[src/rtl/avalon_st_checker_pkg.sv]
// Shared constants, register map and FSM encoding for the Avalon-ST pattern checker.
package avalon_st_checker_pkg;

  localparam int SAMP_W = 16;

  localparam logic [15:0] LFSR_SEED = 16'hACE1;

  localparam logic [31:0] ID_VALUE       = 32'hA515_C4EC;
  localparam logic [31:0] VERSION_VALUE  = 32'h0000_0100;
  localparam logic [31:0] BAD_ADDR_VALUE = 32'hDEAD_BEEF;

  localparam logic [3:0] ADDR_ID              = 4'd0;
  localparam logic [3:0] ADDR_VERSION         = 4'd1;
  localparam logic [3:0] ADDR_ZERO            = 4'd2;
  localparam logic [3:0] ADDR_SCRATCH         = 4'd3;
  localparam logic [3:0] ADDR_STATUS          = 4'd4;
  localparam logic [3:0] ADDR_CONTROL         = 4'd5;
  localparam logic [3:0] ADDR_BP_THR          = 4'd6;
  localparam logic [3:0] ADDR_EXPECTED_BYTES  = 4'd8;
  localparam logic [3:0] ADDR_RX_BYTES        = 4'd9;
  localparam logic [3:0] ADDR_ERR_BEATS       = 4'd10;
  localparam logic [3:0] ADDR_FIRST_ERR_IDX   = 4'd11;
  localparam logic [3:0] ADDR_FIRST_ERR_LANE0 = 4'd12;
  localparam logic [3:0] ADDR_RUN_CYCLES      = 4'd13;

  typedef enum logic [1:0] {
    ST_IDLE       = 2'd0,
    ST_WAIT_FIRST = 2'd1,
    ST_RUN        = 2'd2,
    ST_DONE       = 2'd3
  } state_t;

  function automatic logic [31:0] sat_add32(input logic [31:0] a, input logic [31:0] b);
    logic [32:0] sum;
    sum = {1'b0, a} + {1'b0, b};
    return sum[32] ? 32'hFFFF_FFFF : sum[31:0];
  endfunction

endpackage

[src/rtl/avalon_st_checker_lfsr.sv]
// Free-running 16-bit Fibonacci LFSR (x^16+x^14+x^13+x^11+1) with synchronous reload.
module avalon_st_checker_lfsr
  import avalon_st_checker_pkg::*;
(
  input  logic        clk_sys,
  input  logic        rst,
  input  logic [15:0] seed,
  input  logic        load,
  output logic [15:0] value
);

  logic feedback;

  assign feedback = value[0] ^ value[2] ^ value[3] ^ value[5];

  always_ff @(posedge clk_sys or posedge rst) begin
    if (rst) begin
      value <= LFSR_SEED;
    end else if (load) begin
      value <= seed;
    end else begin
      value <= {feedback, value[15:1]};
    end
  end

endmodule

[config.mk]
export PLATFORM = sky130hd
export DESIGN_NAME = avalon_st_checker_lfsr
export DESIGN_NICKNAME = d
export VERILOG_FILES = /design/src/rtl/avalon_st_checker_pkg.sv /design/src/rtl/avalon_st_checker_lfsr.sv
export SDC_FILE = /design/constraint.sdc
export NUM_CORES = 1
export LEC_CHECK = 0
export ABC_AREA = 1
export BUFFER_PORTS_ARGS = -buffer_cell sky130_fd_sc_hd__buf_2
export CAP_MARGIN = 20
export CORE_MARGIN = 2
export CORE_UTILIZATION = 46
export DETAILED_ROUTE_END_ITERATION = 8
export PLACE_DENSITY = 0.8
export SYNTH_ARGS = -nofsm -noshare
export SYNTH_HDL_FRONTEND = slang
export SYNTH_SLANG_ARGS = --single-unit
[constraint.sdc]
create_clock -name clk_sys -period 2.7 [get_ports clk_sys]
set_clock_uncertainty 0.2 [all_clocks]
set_input_delay 0.135 -clock clk_sys [delete_from_list [all_inputs] [get_ports clk_sys]]
set_output_delay 0.135 -clock clk_sys [all_outputs]
set_load 0.01 [all_outputs]
Word level (Yosys, flattened, before mapping) --
Cells that the tools add are included. Widths: inputs -> output; s select.
Operators by class: muxes and demuxes 1, bitwise operators 3
Operators by type and width (number):
- $mux 16 | 1
- $xor 1x1->1 | 3
Storage, ports and cells: register bits 16, output and inout bits 16, bits of input ports 19

Logic depth before layout (Yosys ltp) --
Gate-level depths: netlist of the first run.
depth in word-level cells 4, mapped depth 6, gate-level depth less buffers 6

Worst setup path before layout of the first run --
No wires, ideal clock.
path kind reg2reg, start point register value[0], end point register value[15], cell stages (with the launch flop) 7, setup time 0.060 ns, setup slack 1.583 ns, data required time 2.440 ns, path buffers 0, arrival time 0.856 ns, cell sequence dfstp_2 > inv_1 > nand2_1 > nand2_1 > nand2_1 > nand3_1 > nand2_1
On the way: longest elaborated chain between the ends 4
Ends and longest elaborated chain:
- start, declared | RTL line avalon_st_checker_lfsr.sv:9 | output logic [15:0] value
- start signal, assigned | RTL line avalon_st_checker_lfsr.sv:22 | value <= {feedback, value[15:1]};
- $xor 1x1->1 (3 in series) | RTL line avalon_st_checker_lfsr.sv:14 | assign feedback = value[0] ^ value[2] ^ value[3] ^ value[5];
- $mux 16 | RTL line avalon_st_checker_lfsr.sv:19 | end else if (load) begin
No other way between the ends.

Worst setup path after layout of the first run --
start point input port seed[6], end point register value[6]
On the way: longest elaborated chain between the ends 1
Ends and longest elaborated chain:
- start, declared | RTL line avalon_st_checker_lfsr.sv:7 | input logic [15:0] seed,
- $mux 16 | RTL line avalon_st_checker_lfsr.sv:19
No other way between the ends.

==> results.tsv, run 1 <==
metric	value	unit
run_status	completed	
p_leak	0.620	nW
yosysTopAreaCell	dfstp_2	
slew_headroom	60.8	%
seq_area	410	um^2
largest_reg_flops	16	
placed_area	852	um^2
cp_cell_sequence	dlygate4sd3_1 > buf_2 > nand2_1 > dlygate4sd3_1 > nand2_1	
clock_latency	0.29	ns
ant_nets	0	
grt_pass1_wl	2790	um
cap_violations	0	
rsz0062_at_grt	no	
htree_levels	1	
final_cells	157	
fin_crit_sh	52.5	%
required	2.73	ns
max_stage_delay	0.55	ns
die_x	43.1	um
drt-wirelength-per-cell	10.8	um
crit_buf_inv	3	
drt_iter0_drc	11	
synth_top_area_share	29.8	%
antenna_cells	0	
final_nets	161	
fin_setup_tns	0	ns
start_util	47.9	%
fin_area	1110	um^2
cts_tree	built	
dpl.hpwl	1010	um
tightest_slew	0.587	ns
largestRegisters	value (16)	
drcViolationCount	0	
final_util	75.3	%
cts_sinks	16	
die_area	1860	um^2
die_h	43.1	um
slowest_stage	dlygate4sd3_1	
grt_pass1_vias	634	
ys_types	10	
port_buffers	34	
syn-mean-instance-area	8.39	um^2
dp.cells	131	
peakVddDrop	402	uV
multiInputGateArea	225	um^2
core_region_area	1470	um^2
vias_per_cell	4.64	
hp-class	input port to flip-flop	
fmax	705	MHz
arrival	1.45	ns
start_kind	input port	
worst-setup-path-type	input port to flip-flop	
drv_slew	0	
setup.worst_path.end_class	flip-flop	
syn_area	704	um^2
ys_seq_area_share	58.3	%
first_pass_iters	4	
dr_total_vias	728	
regMostFlops	value	
io_pins	35	
synth_nets	103	
clk_pin_slew	0.10	ns
cts_made_buffers	3	
grt-ovfl-total	0	
finalHoldViolCount	0	
ys_ff_latch	16	
crit_family	buffers and inverters	
clk_path_buf_depth	2	
track_usage	20.7	%
synth.yosys.warnings	0	
p_per_area	509	nW/um^2
antenna_found_initial	0	
grt_start_max_net_pins	21	
clock-root-buffer	clkbuf_4	
routabilityCongestion	0.731	
synth_area_leaders	dfstp_2 30%, dfrtp_1 28%, nand2_1 27%, inv_1 3.7%, buf_6 3.2%	
fin_crit	1.42	ns
syn_to_final_growth	57.4	%
rows	14	
critPathMaxFanout	1	
syn_inst	84	
drive_gt1_share	33.3	%
nFillCells	101	
total_power	565	uW
drt-total-wl	1700	um
setup_viol	0	
## path summary, 6_finish.rpt
path | cells after the start | start | end | slack [ns]
max | 5 | seed[6] | value[6] | 1.28
min | 3 | load | value[15] | 0.004
max reg2reg | 6 | value[5] | value[15] | 1.50
min reg2reg | 2 | value[7] | value[6] | 0.27
max in group asynchronous | 3 | rst | value[14] | 1.67
min in group asynchronous | 3 | rst | value[9] | 0.24
## layer usage
layer  vias up  global-route usage (%)  wire [um]
li1        362                       -          -
met1       336                    27.4        767
met2        26                    32.5        814
met3         4                    4.26         88
met4         0                    9.09         26
met5         -                       0          0
## where the power goes
part,leakage (nW),internal (mW),switching [mW]
clock network,0.0210,0.0822,0.0784
registers,0.181,0.271,0.0143
logic,0.418,0.0598,0.0594
## layout make-up
type                            instances  share of cell area (%)
Timing Repair Buffer                   56                    35.2
Multi-Input combinational cell         58                    20.3
Sequential cell                        16                    37.0
Clock buffer                            4                    3.27
Tap cell                               16                    1.81
Inverter                                7                    2.37
## stage by stage
| stage | hold WS [ns] | worst slack [ns] |
|---|---|---|
| after floorplan | -0.157 | 1.58 |
| after global placement | 0.0167 | 1.51 |
| after detailed placement | 0.0299 | 1.47 |
| after CTS | 0.00587 | 1.30 |
| after global routing | 0.0352 | 1.21 |
| final | 0.00355 | 1.28 |
## layout by cell type, fill, tap and decap left out
cell / synthesis / layout
buf_2: 0 / 34
clkbuf_4: 0 / 3
clkbuf_8: 0 / 1
dfrtp_1: 8 / 8
dfstp_2: 8 / 8
dlygate4sd3_1: 0 / 22
inv_1: 7 / 7
nand2_1: 51 / 51
nand2_2: 1 / 1
nand3_1: 1 / 1
nor2_1: 2 / 2
o21ai_0: 3 / 3
## cell usage after synthesis
| cell | instances |
|---|---|
| nand3_1 | 1 |
| dfrtp_1 | 8 |
| buf_12 | 1 |
| nor2_1 | 2 |
| buf_6 | 2 |
| nand2_1 | 51 |
| inv_1 | 7 |
| dfstp_2 | 8 |
| nand2_2 | 1 |
| o21ai_0 | 3 |
## what timing repair did
item | CTS | global route
hold endpoints to repair | 24 | 0
setup endpoints to repair | 0 | 0
setup buffers | 0 | 0
gates resized for setup | 0 | 0
hold buffers | 22 | 0
## worst reg2reg max path, stage by stage (launching register included)
cell	delay, ns
dfstp_2	0.56
inv_1	0.06
nand2_1	0.05
nand2_1	0.04
nand2_1	0.06
nand3_1	0.09
nand2_1	0.09
## kinds of logic after synthesis
family | count (synthesis) | share of synthesized area (%)
AO/OA/AOI/OAI | 3 | 2.13
flip-flops | 16 | 58.3
AND/OR/NAND/NOR | 55 | 29.8
buffers and inverters | 10 | 9.77
Power figures use the tool's default switching activity.
==> run 2: changes to the inputs <==
- ABC_AREA: 1 -> 0
- CORE_ASPECT_RATIO: default -> 0.75
- CORE_UTILIZATION: 46 -> 38
- PLACE_DENSITY: 0.8 -> 0.72
- clock period: 2.7 -> 1.2 ns (I/O delays scaled with it)
==> run 2 against run 1 <==
Effect of this change: the run now ends with negative setup slack left; global-route usage fell by 5.9 points; cell count is 25% lower; area after synthesis down 3.6%; design area is 2.8% higher; die area is 15% higher.
==> results.tsv, run 2 <==
metric	value	unit
run_status	finished, violations left	
violations	negative setup slack	
setup.worst_path.end_class	primary output	
largestRegisters	value (16)	
crit_buf_inv	1	
critPathMaxFanout	2	
ys_seq_area_share	60.4	%
fin_setup_tns	-0.0151	ns
synth_common_cells	8 x dfrtp_1, 8 x dfstp_2, 8 x mux2_4	
fmax	828	MHz
fin_crit_sh	101	%
syn-mean-instance-area	17.4	um^2
pre_cts_slack	0.00487	ns
track_usage	14.8	%
grt-ovfl-total	0	
ff2ff_path_depth	3	
p_leak	0.547	nW
routabilityCongestion	0.711	
yosysTopAreaCell	dfstp_2	
cts_made_buffers	3	
cts_sinks	16	
slew_headroom	87.0	%
arrival	0.95	ns
vias_per_cell	4.23	
max_stage_delay	0.56	ns
ys_types	10	
rows	13	
drcViolationCount	0	
drive_gt1_share	66.3	%
core_region_area	1710	um^2
crit_family	flip-flops	
ys_ff_latch	16	
syn_inst	39	
hold-path-cell-count	3	
io_pins	35	
synth_top_area_share	30.9	%
worst-setup-path-type	flip-flop to primary output	
p_per_area	1190	nW/um^2
clk_pin_slew	0.08	ns
total_power	1.35	mW
final_nets	115	
rsz0062_at_grt	yes	
cp.depth	1	
tightest_slew	0.194	ns
yosys_most_used_dff	dfstp_2	
syn_area	679	um^2
die_h	40.6	um
peakVddDrop	1060	uV
clk_path_buf_depth	2	
required	0.94	ns
die_area	2150	um^2
grt_pass1_vias	468	
cp_cell_sequence	buf_6	
htree_levels	1	
cts_tree	built	
clock_latency	0.28	ns
synth_area_leaders	dfstp_2 31%, dfrtp_1 29%, mux2_4 18%, mux2_2 12%, xnor2_1 3.9%	
antenna_found_initial	0	
finalHoldViolCount	0	
port_buffers	34	
setup_slack	-0.00769	ns
regMostFlops	value	
setup_viol	2	
hp-class	input port to flip-flop	
start_util	39.8	%
slowest_stage	dfstp_2	
whs	0.0308	ns
first_pass_iters	2	
drt_iter0_drc	2	
synth_nets	58	
drv_slew	0	
placed_area	873	um^2
fin_area	1140	um^2
final_common_cell	buf_2	
final_util	66.7	%
dr_total_vias	495	
dp.cells	95	
final_cell_mix	26 x buf_2, 18 x dlygate4sd3_1	
start_kind	flip-flop	
die_x	52.8	um
async_flop_share	100	%
ant_nets	0	
drt-wirelength-per-cell	11.5	um
synth.yosys.warnings	0	
grt_start_max_net_pins	17	
syn_to_final_growth	67.8	%
clock-root-buffer	clkbuf_4	
largest_reg_flops	16	
final_cells	117	
drt-total-wl	1350	um
fin_crit	1.21	ns
antenna_cells	0	
synth_edf_count	0	
cap_violations	0	
grt_pass1_wl	2130	um
==> run 2: cell count changes after synthesis, sizes merged <==
cell / delta
o21ai: -2
xnor2: +3
nand3: -1
nor2: -2
nand2: -51
buf: -1
inv: -6
mux2: +15
==> run 2: logic make-up (layout without fill, tap and decap cells) <==
| logic type | Yosys count | count (layout) | share of synthesized area, % |
|---|---|---|---|
| DFF | 16 | 16 | 60.4 |
| xor gates and xnor gates | 3 | 3 | 3.87 |
| muxes | 15 | 15 | 29.3 |
| and+or+nand+nor | 1 | 1 | 0.552 |
| buffers and inverters | 3 | 59 | 5.16 |
| AOI/OAI and AO/OA | 1 | 1 | 0.736 |
==> run 2: area by class of cell <==
type,count,area (um^2)
Multi-Input combinational cell,20,234
Timing Repair Buffer,54,428
Fill cell,132,568
Clock buffer,4,36.3
Tap cell,22,27.5
Sequential cell,16,410
Inverter,1,3.75
==> run 2: report_power, final <==
part	switching [mW]	internal [mW]
Clock	0.154	0.185
Sequential	0.0417	0.625
Combinational	0.120	0.228
==> run 2: timing repair <==
action,CTS,global route
endpoints found under the hold margin,32,0
gates resized for setup,9,0
setup endpoints to repair,8,9
hold buffers,18,0
setup buffers,0,0
==> run 2: final timing paths <==
kind                            from  slack (ns)        end
max                         value[0]      -0.008   value[0]
min                             load        0.03   value[4]
max reg2reg                 value[5]        0.02  value[15]
min reg2reg                value[12]        0.31  value[11]
max in group asynchronous        rst        0.44  value[10]
min in group asynchronous        rst        0.11  value[12]
==> run 2: routing by layer <==
layer  wire [um]  vias to the layer above  GRT usage [%]  part of all wire, %
li1            -                      247              -                    -
met1         598                      228           18.3                   44
met2         677                       18           25.0                   50
met3          58                        2           4.38                  4.3
met4          12                        0           5.77                 0.89
met5           0                        -              0                    0
==> run 3: changes to the inputs <==
- BUFFER_PORTS_ARGS: -buffer_cell sky130_fd_sc_hd__buf_2 -> -buffer_cell sky130_fd_sc_hd__clkbuf_2
- CTS_CLUSTER_DIAMETER: default -> 150
==> run 3 against run 2 <==
Effect of this change: the flow still finishes with violations (negative setup slack); non-clock buffer count is the same; core utilization is the same; combinational power is essentially flat; cell count is the same; die area is the same.
==> results.tsv, run 3 (synthesis results as in run 2) <==
metric	value	unit
fmax	825	MHz
track_usage	15.2	%
run_status	finished, violations left	
cap_violations	0	
slowest_stage	dfstp_2	
fin_setup_tns	-0.0169	ns
die_x	52.8	um
p_leak	0.553	nW
finalHoldViolCount	0	
setup_slack	-0.0127	ns
cts_made_buffers	3	
setup.worst_path.end_class	primary output	
die_h	40.6	um
cp_cell_sequence	buf_6	
final_common_cell	clkbuf_2	
clock-root-buffer	clkbuf_4	
start_util	39.8	%
start_kind	flip-flop	
antenna_found_initial	0	
pre_cts_slack	-0.0135	ns
grt_pass1_wl	2190	um
final_util	66.7	%
drt-total-wl	1430	um
grt_start_max_net_pins	17	
r2r_start	value[5]	
min_from	load	
clk_pin_slew	0.09	ns
cp.depth	1	
grt_pass1_vias	469	
antenna_cells	0	
hold-path-cell-count	3	
largest_reg_flops	16	
clk_path_buf_depth	2	
drt_iter0_drc	3	
critPathMaxFanout	3	
clock_latency	0.28	ns
multiInputGateArea	234	um^2
cp-startpoint	value[5]	
cts_tree	built	
rows	13	
crit_family	flip-flops	
first_pass_iters	4	
die_area	2150	um^2
drcViolationCount	0	
drive_gt1_share	66.3	%
port_buffers	34	
seq_area	410	um^2
drv_slew	0	
fin_crit	1.21	ns
drt-wirelength-per-cell	12.2	um
slew_headroom	87.4	%
peakVddDrop	1280	uV
tightest_slew	0.188	ns
crit_buf_inv	1	
syn_to_final_growth	67.8	%
io_pins	35	
ff2ff_path_depth	3	
p_per_area	1200	nW/um^2
largestRegisters	value (16)	
final_nets	115	
arrival	0.95	ns
grt-ovfl-total	0	
dr_total_vias	517	
final_cell_mix	26 x clkbuf_2, 18 x dlygate4sd3_1	
fin_crit_sh	101	%
dpl.hpwl	897	um
required	0.94	ns
nFillCells	127	
routabilityCongestion	0.715	
vias_per_cell	4.42	
htree_levels	1	
cts_sinks	16	
rsz0062_at_grt	yes	
regMostFlops	value	
setup_viol	2	
max_stage_delay	0.57	ns
hp-class	input port to flip-flop	
core_region_area	1710	um^2
ant_nets	0	
worst-setup-path-type	flip-flop to primary output	
violations	negative setup slack	
==> run 3: cell count changes in the layout (fill, tap and decap cells not counted) <==
| cell | before | now |
|---|---|---|
| buf_2 | 26 | 0 |
| clkbuf_2 | 0 | 26 |
==> run 3: through the flow <==
step	hold slack [ns]	cells	total power, mW	area (um^2)
after floorplan	-0.232	39	0.829	679
after global placement	-0.150	95	0.931	873
after detailed placement	-0.145	95	0.937	873
after CTS	0.0294	117	1.33	1090
after global routing	0.0201	117	1.44	1140
final	0.0316	117	1.36	1140
==> run 3: final cells by class <==
class | instances | share of cell area, %
clock buffer | 4 | 3.18
timing repair buffer | 54 | 37.5
sequential | 16 | 36.0
tap | 22 | 2.41
multi-input combinational | 20 | 20.5
inverter | 1 | 0.329
==> run 3: path summary, 6_finish.rpt <==
| check | endpoint | slack [ns] |
|---|---|---|
| max in group asynchronous | value[0] | 0.43 |
| min | value[10] | 0.03 |
| max reg2reg | value[15] | 0.01 |
| min in group asynchronous | value[8] | 0.12 |
| max | value[5] | -0.01 |
| min reg2reg | value[11] | 0.31 |
==> run 3: power by group <==
group	leakage (nW)	internal, mW	total, mW	switching [mW]
Combinational	0.354	0.228	0.351	0.123
Sequential	0.178	0.625	0.669	0.0437
Clock	0.0210	0.184	0.343	0.159
Total	0.553	1.04	1.36	0.326
==> run 3: worst reg2reg max path, delay by kind of cell (launching register included) <==
family | cells | cell delay, ns
XOR/XNOR | 2 | 0.29
flip-flops | 1 | 0.57
AO/OA/AOI/OAI | 1 | 0.07
==> run 3: layer usage <==
| layer | wire [um] | share of wire [%] | track usage [%] |
|---|---|---|---|
| met1 | 563 | 39 | 18.2 |
| met2 | 766 | 54 | 26.9 |
| met3 | 88 | 6.1 | 5.47 |
| met4 | 12 | 0.84 | 3.85 |
| met5 | 0 | 0 | 0 |
==> run 3: timing repair <==
item,CTS,global route
pin swaps,0,0
endpoints found under the hold margin,32,0
setup buffers,0,0
hold buffers,18,0
endpoints found under the setup margin,9,9
resized for setup,1,16
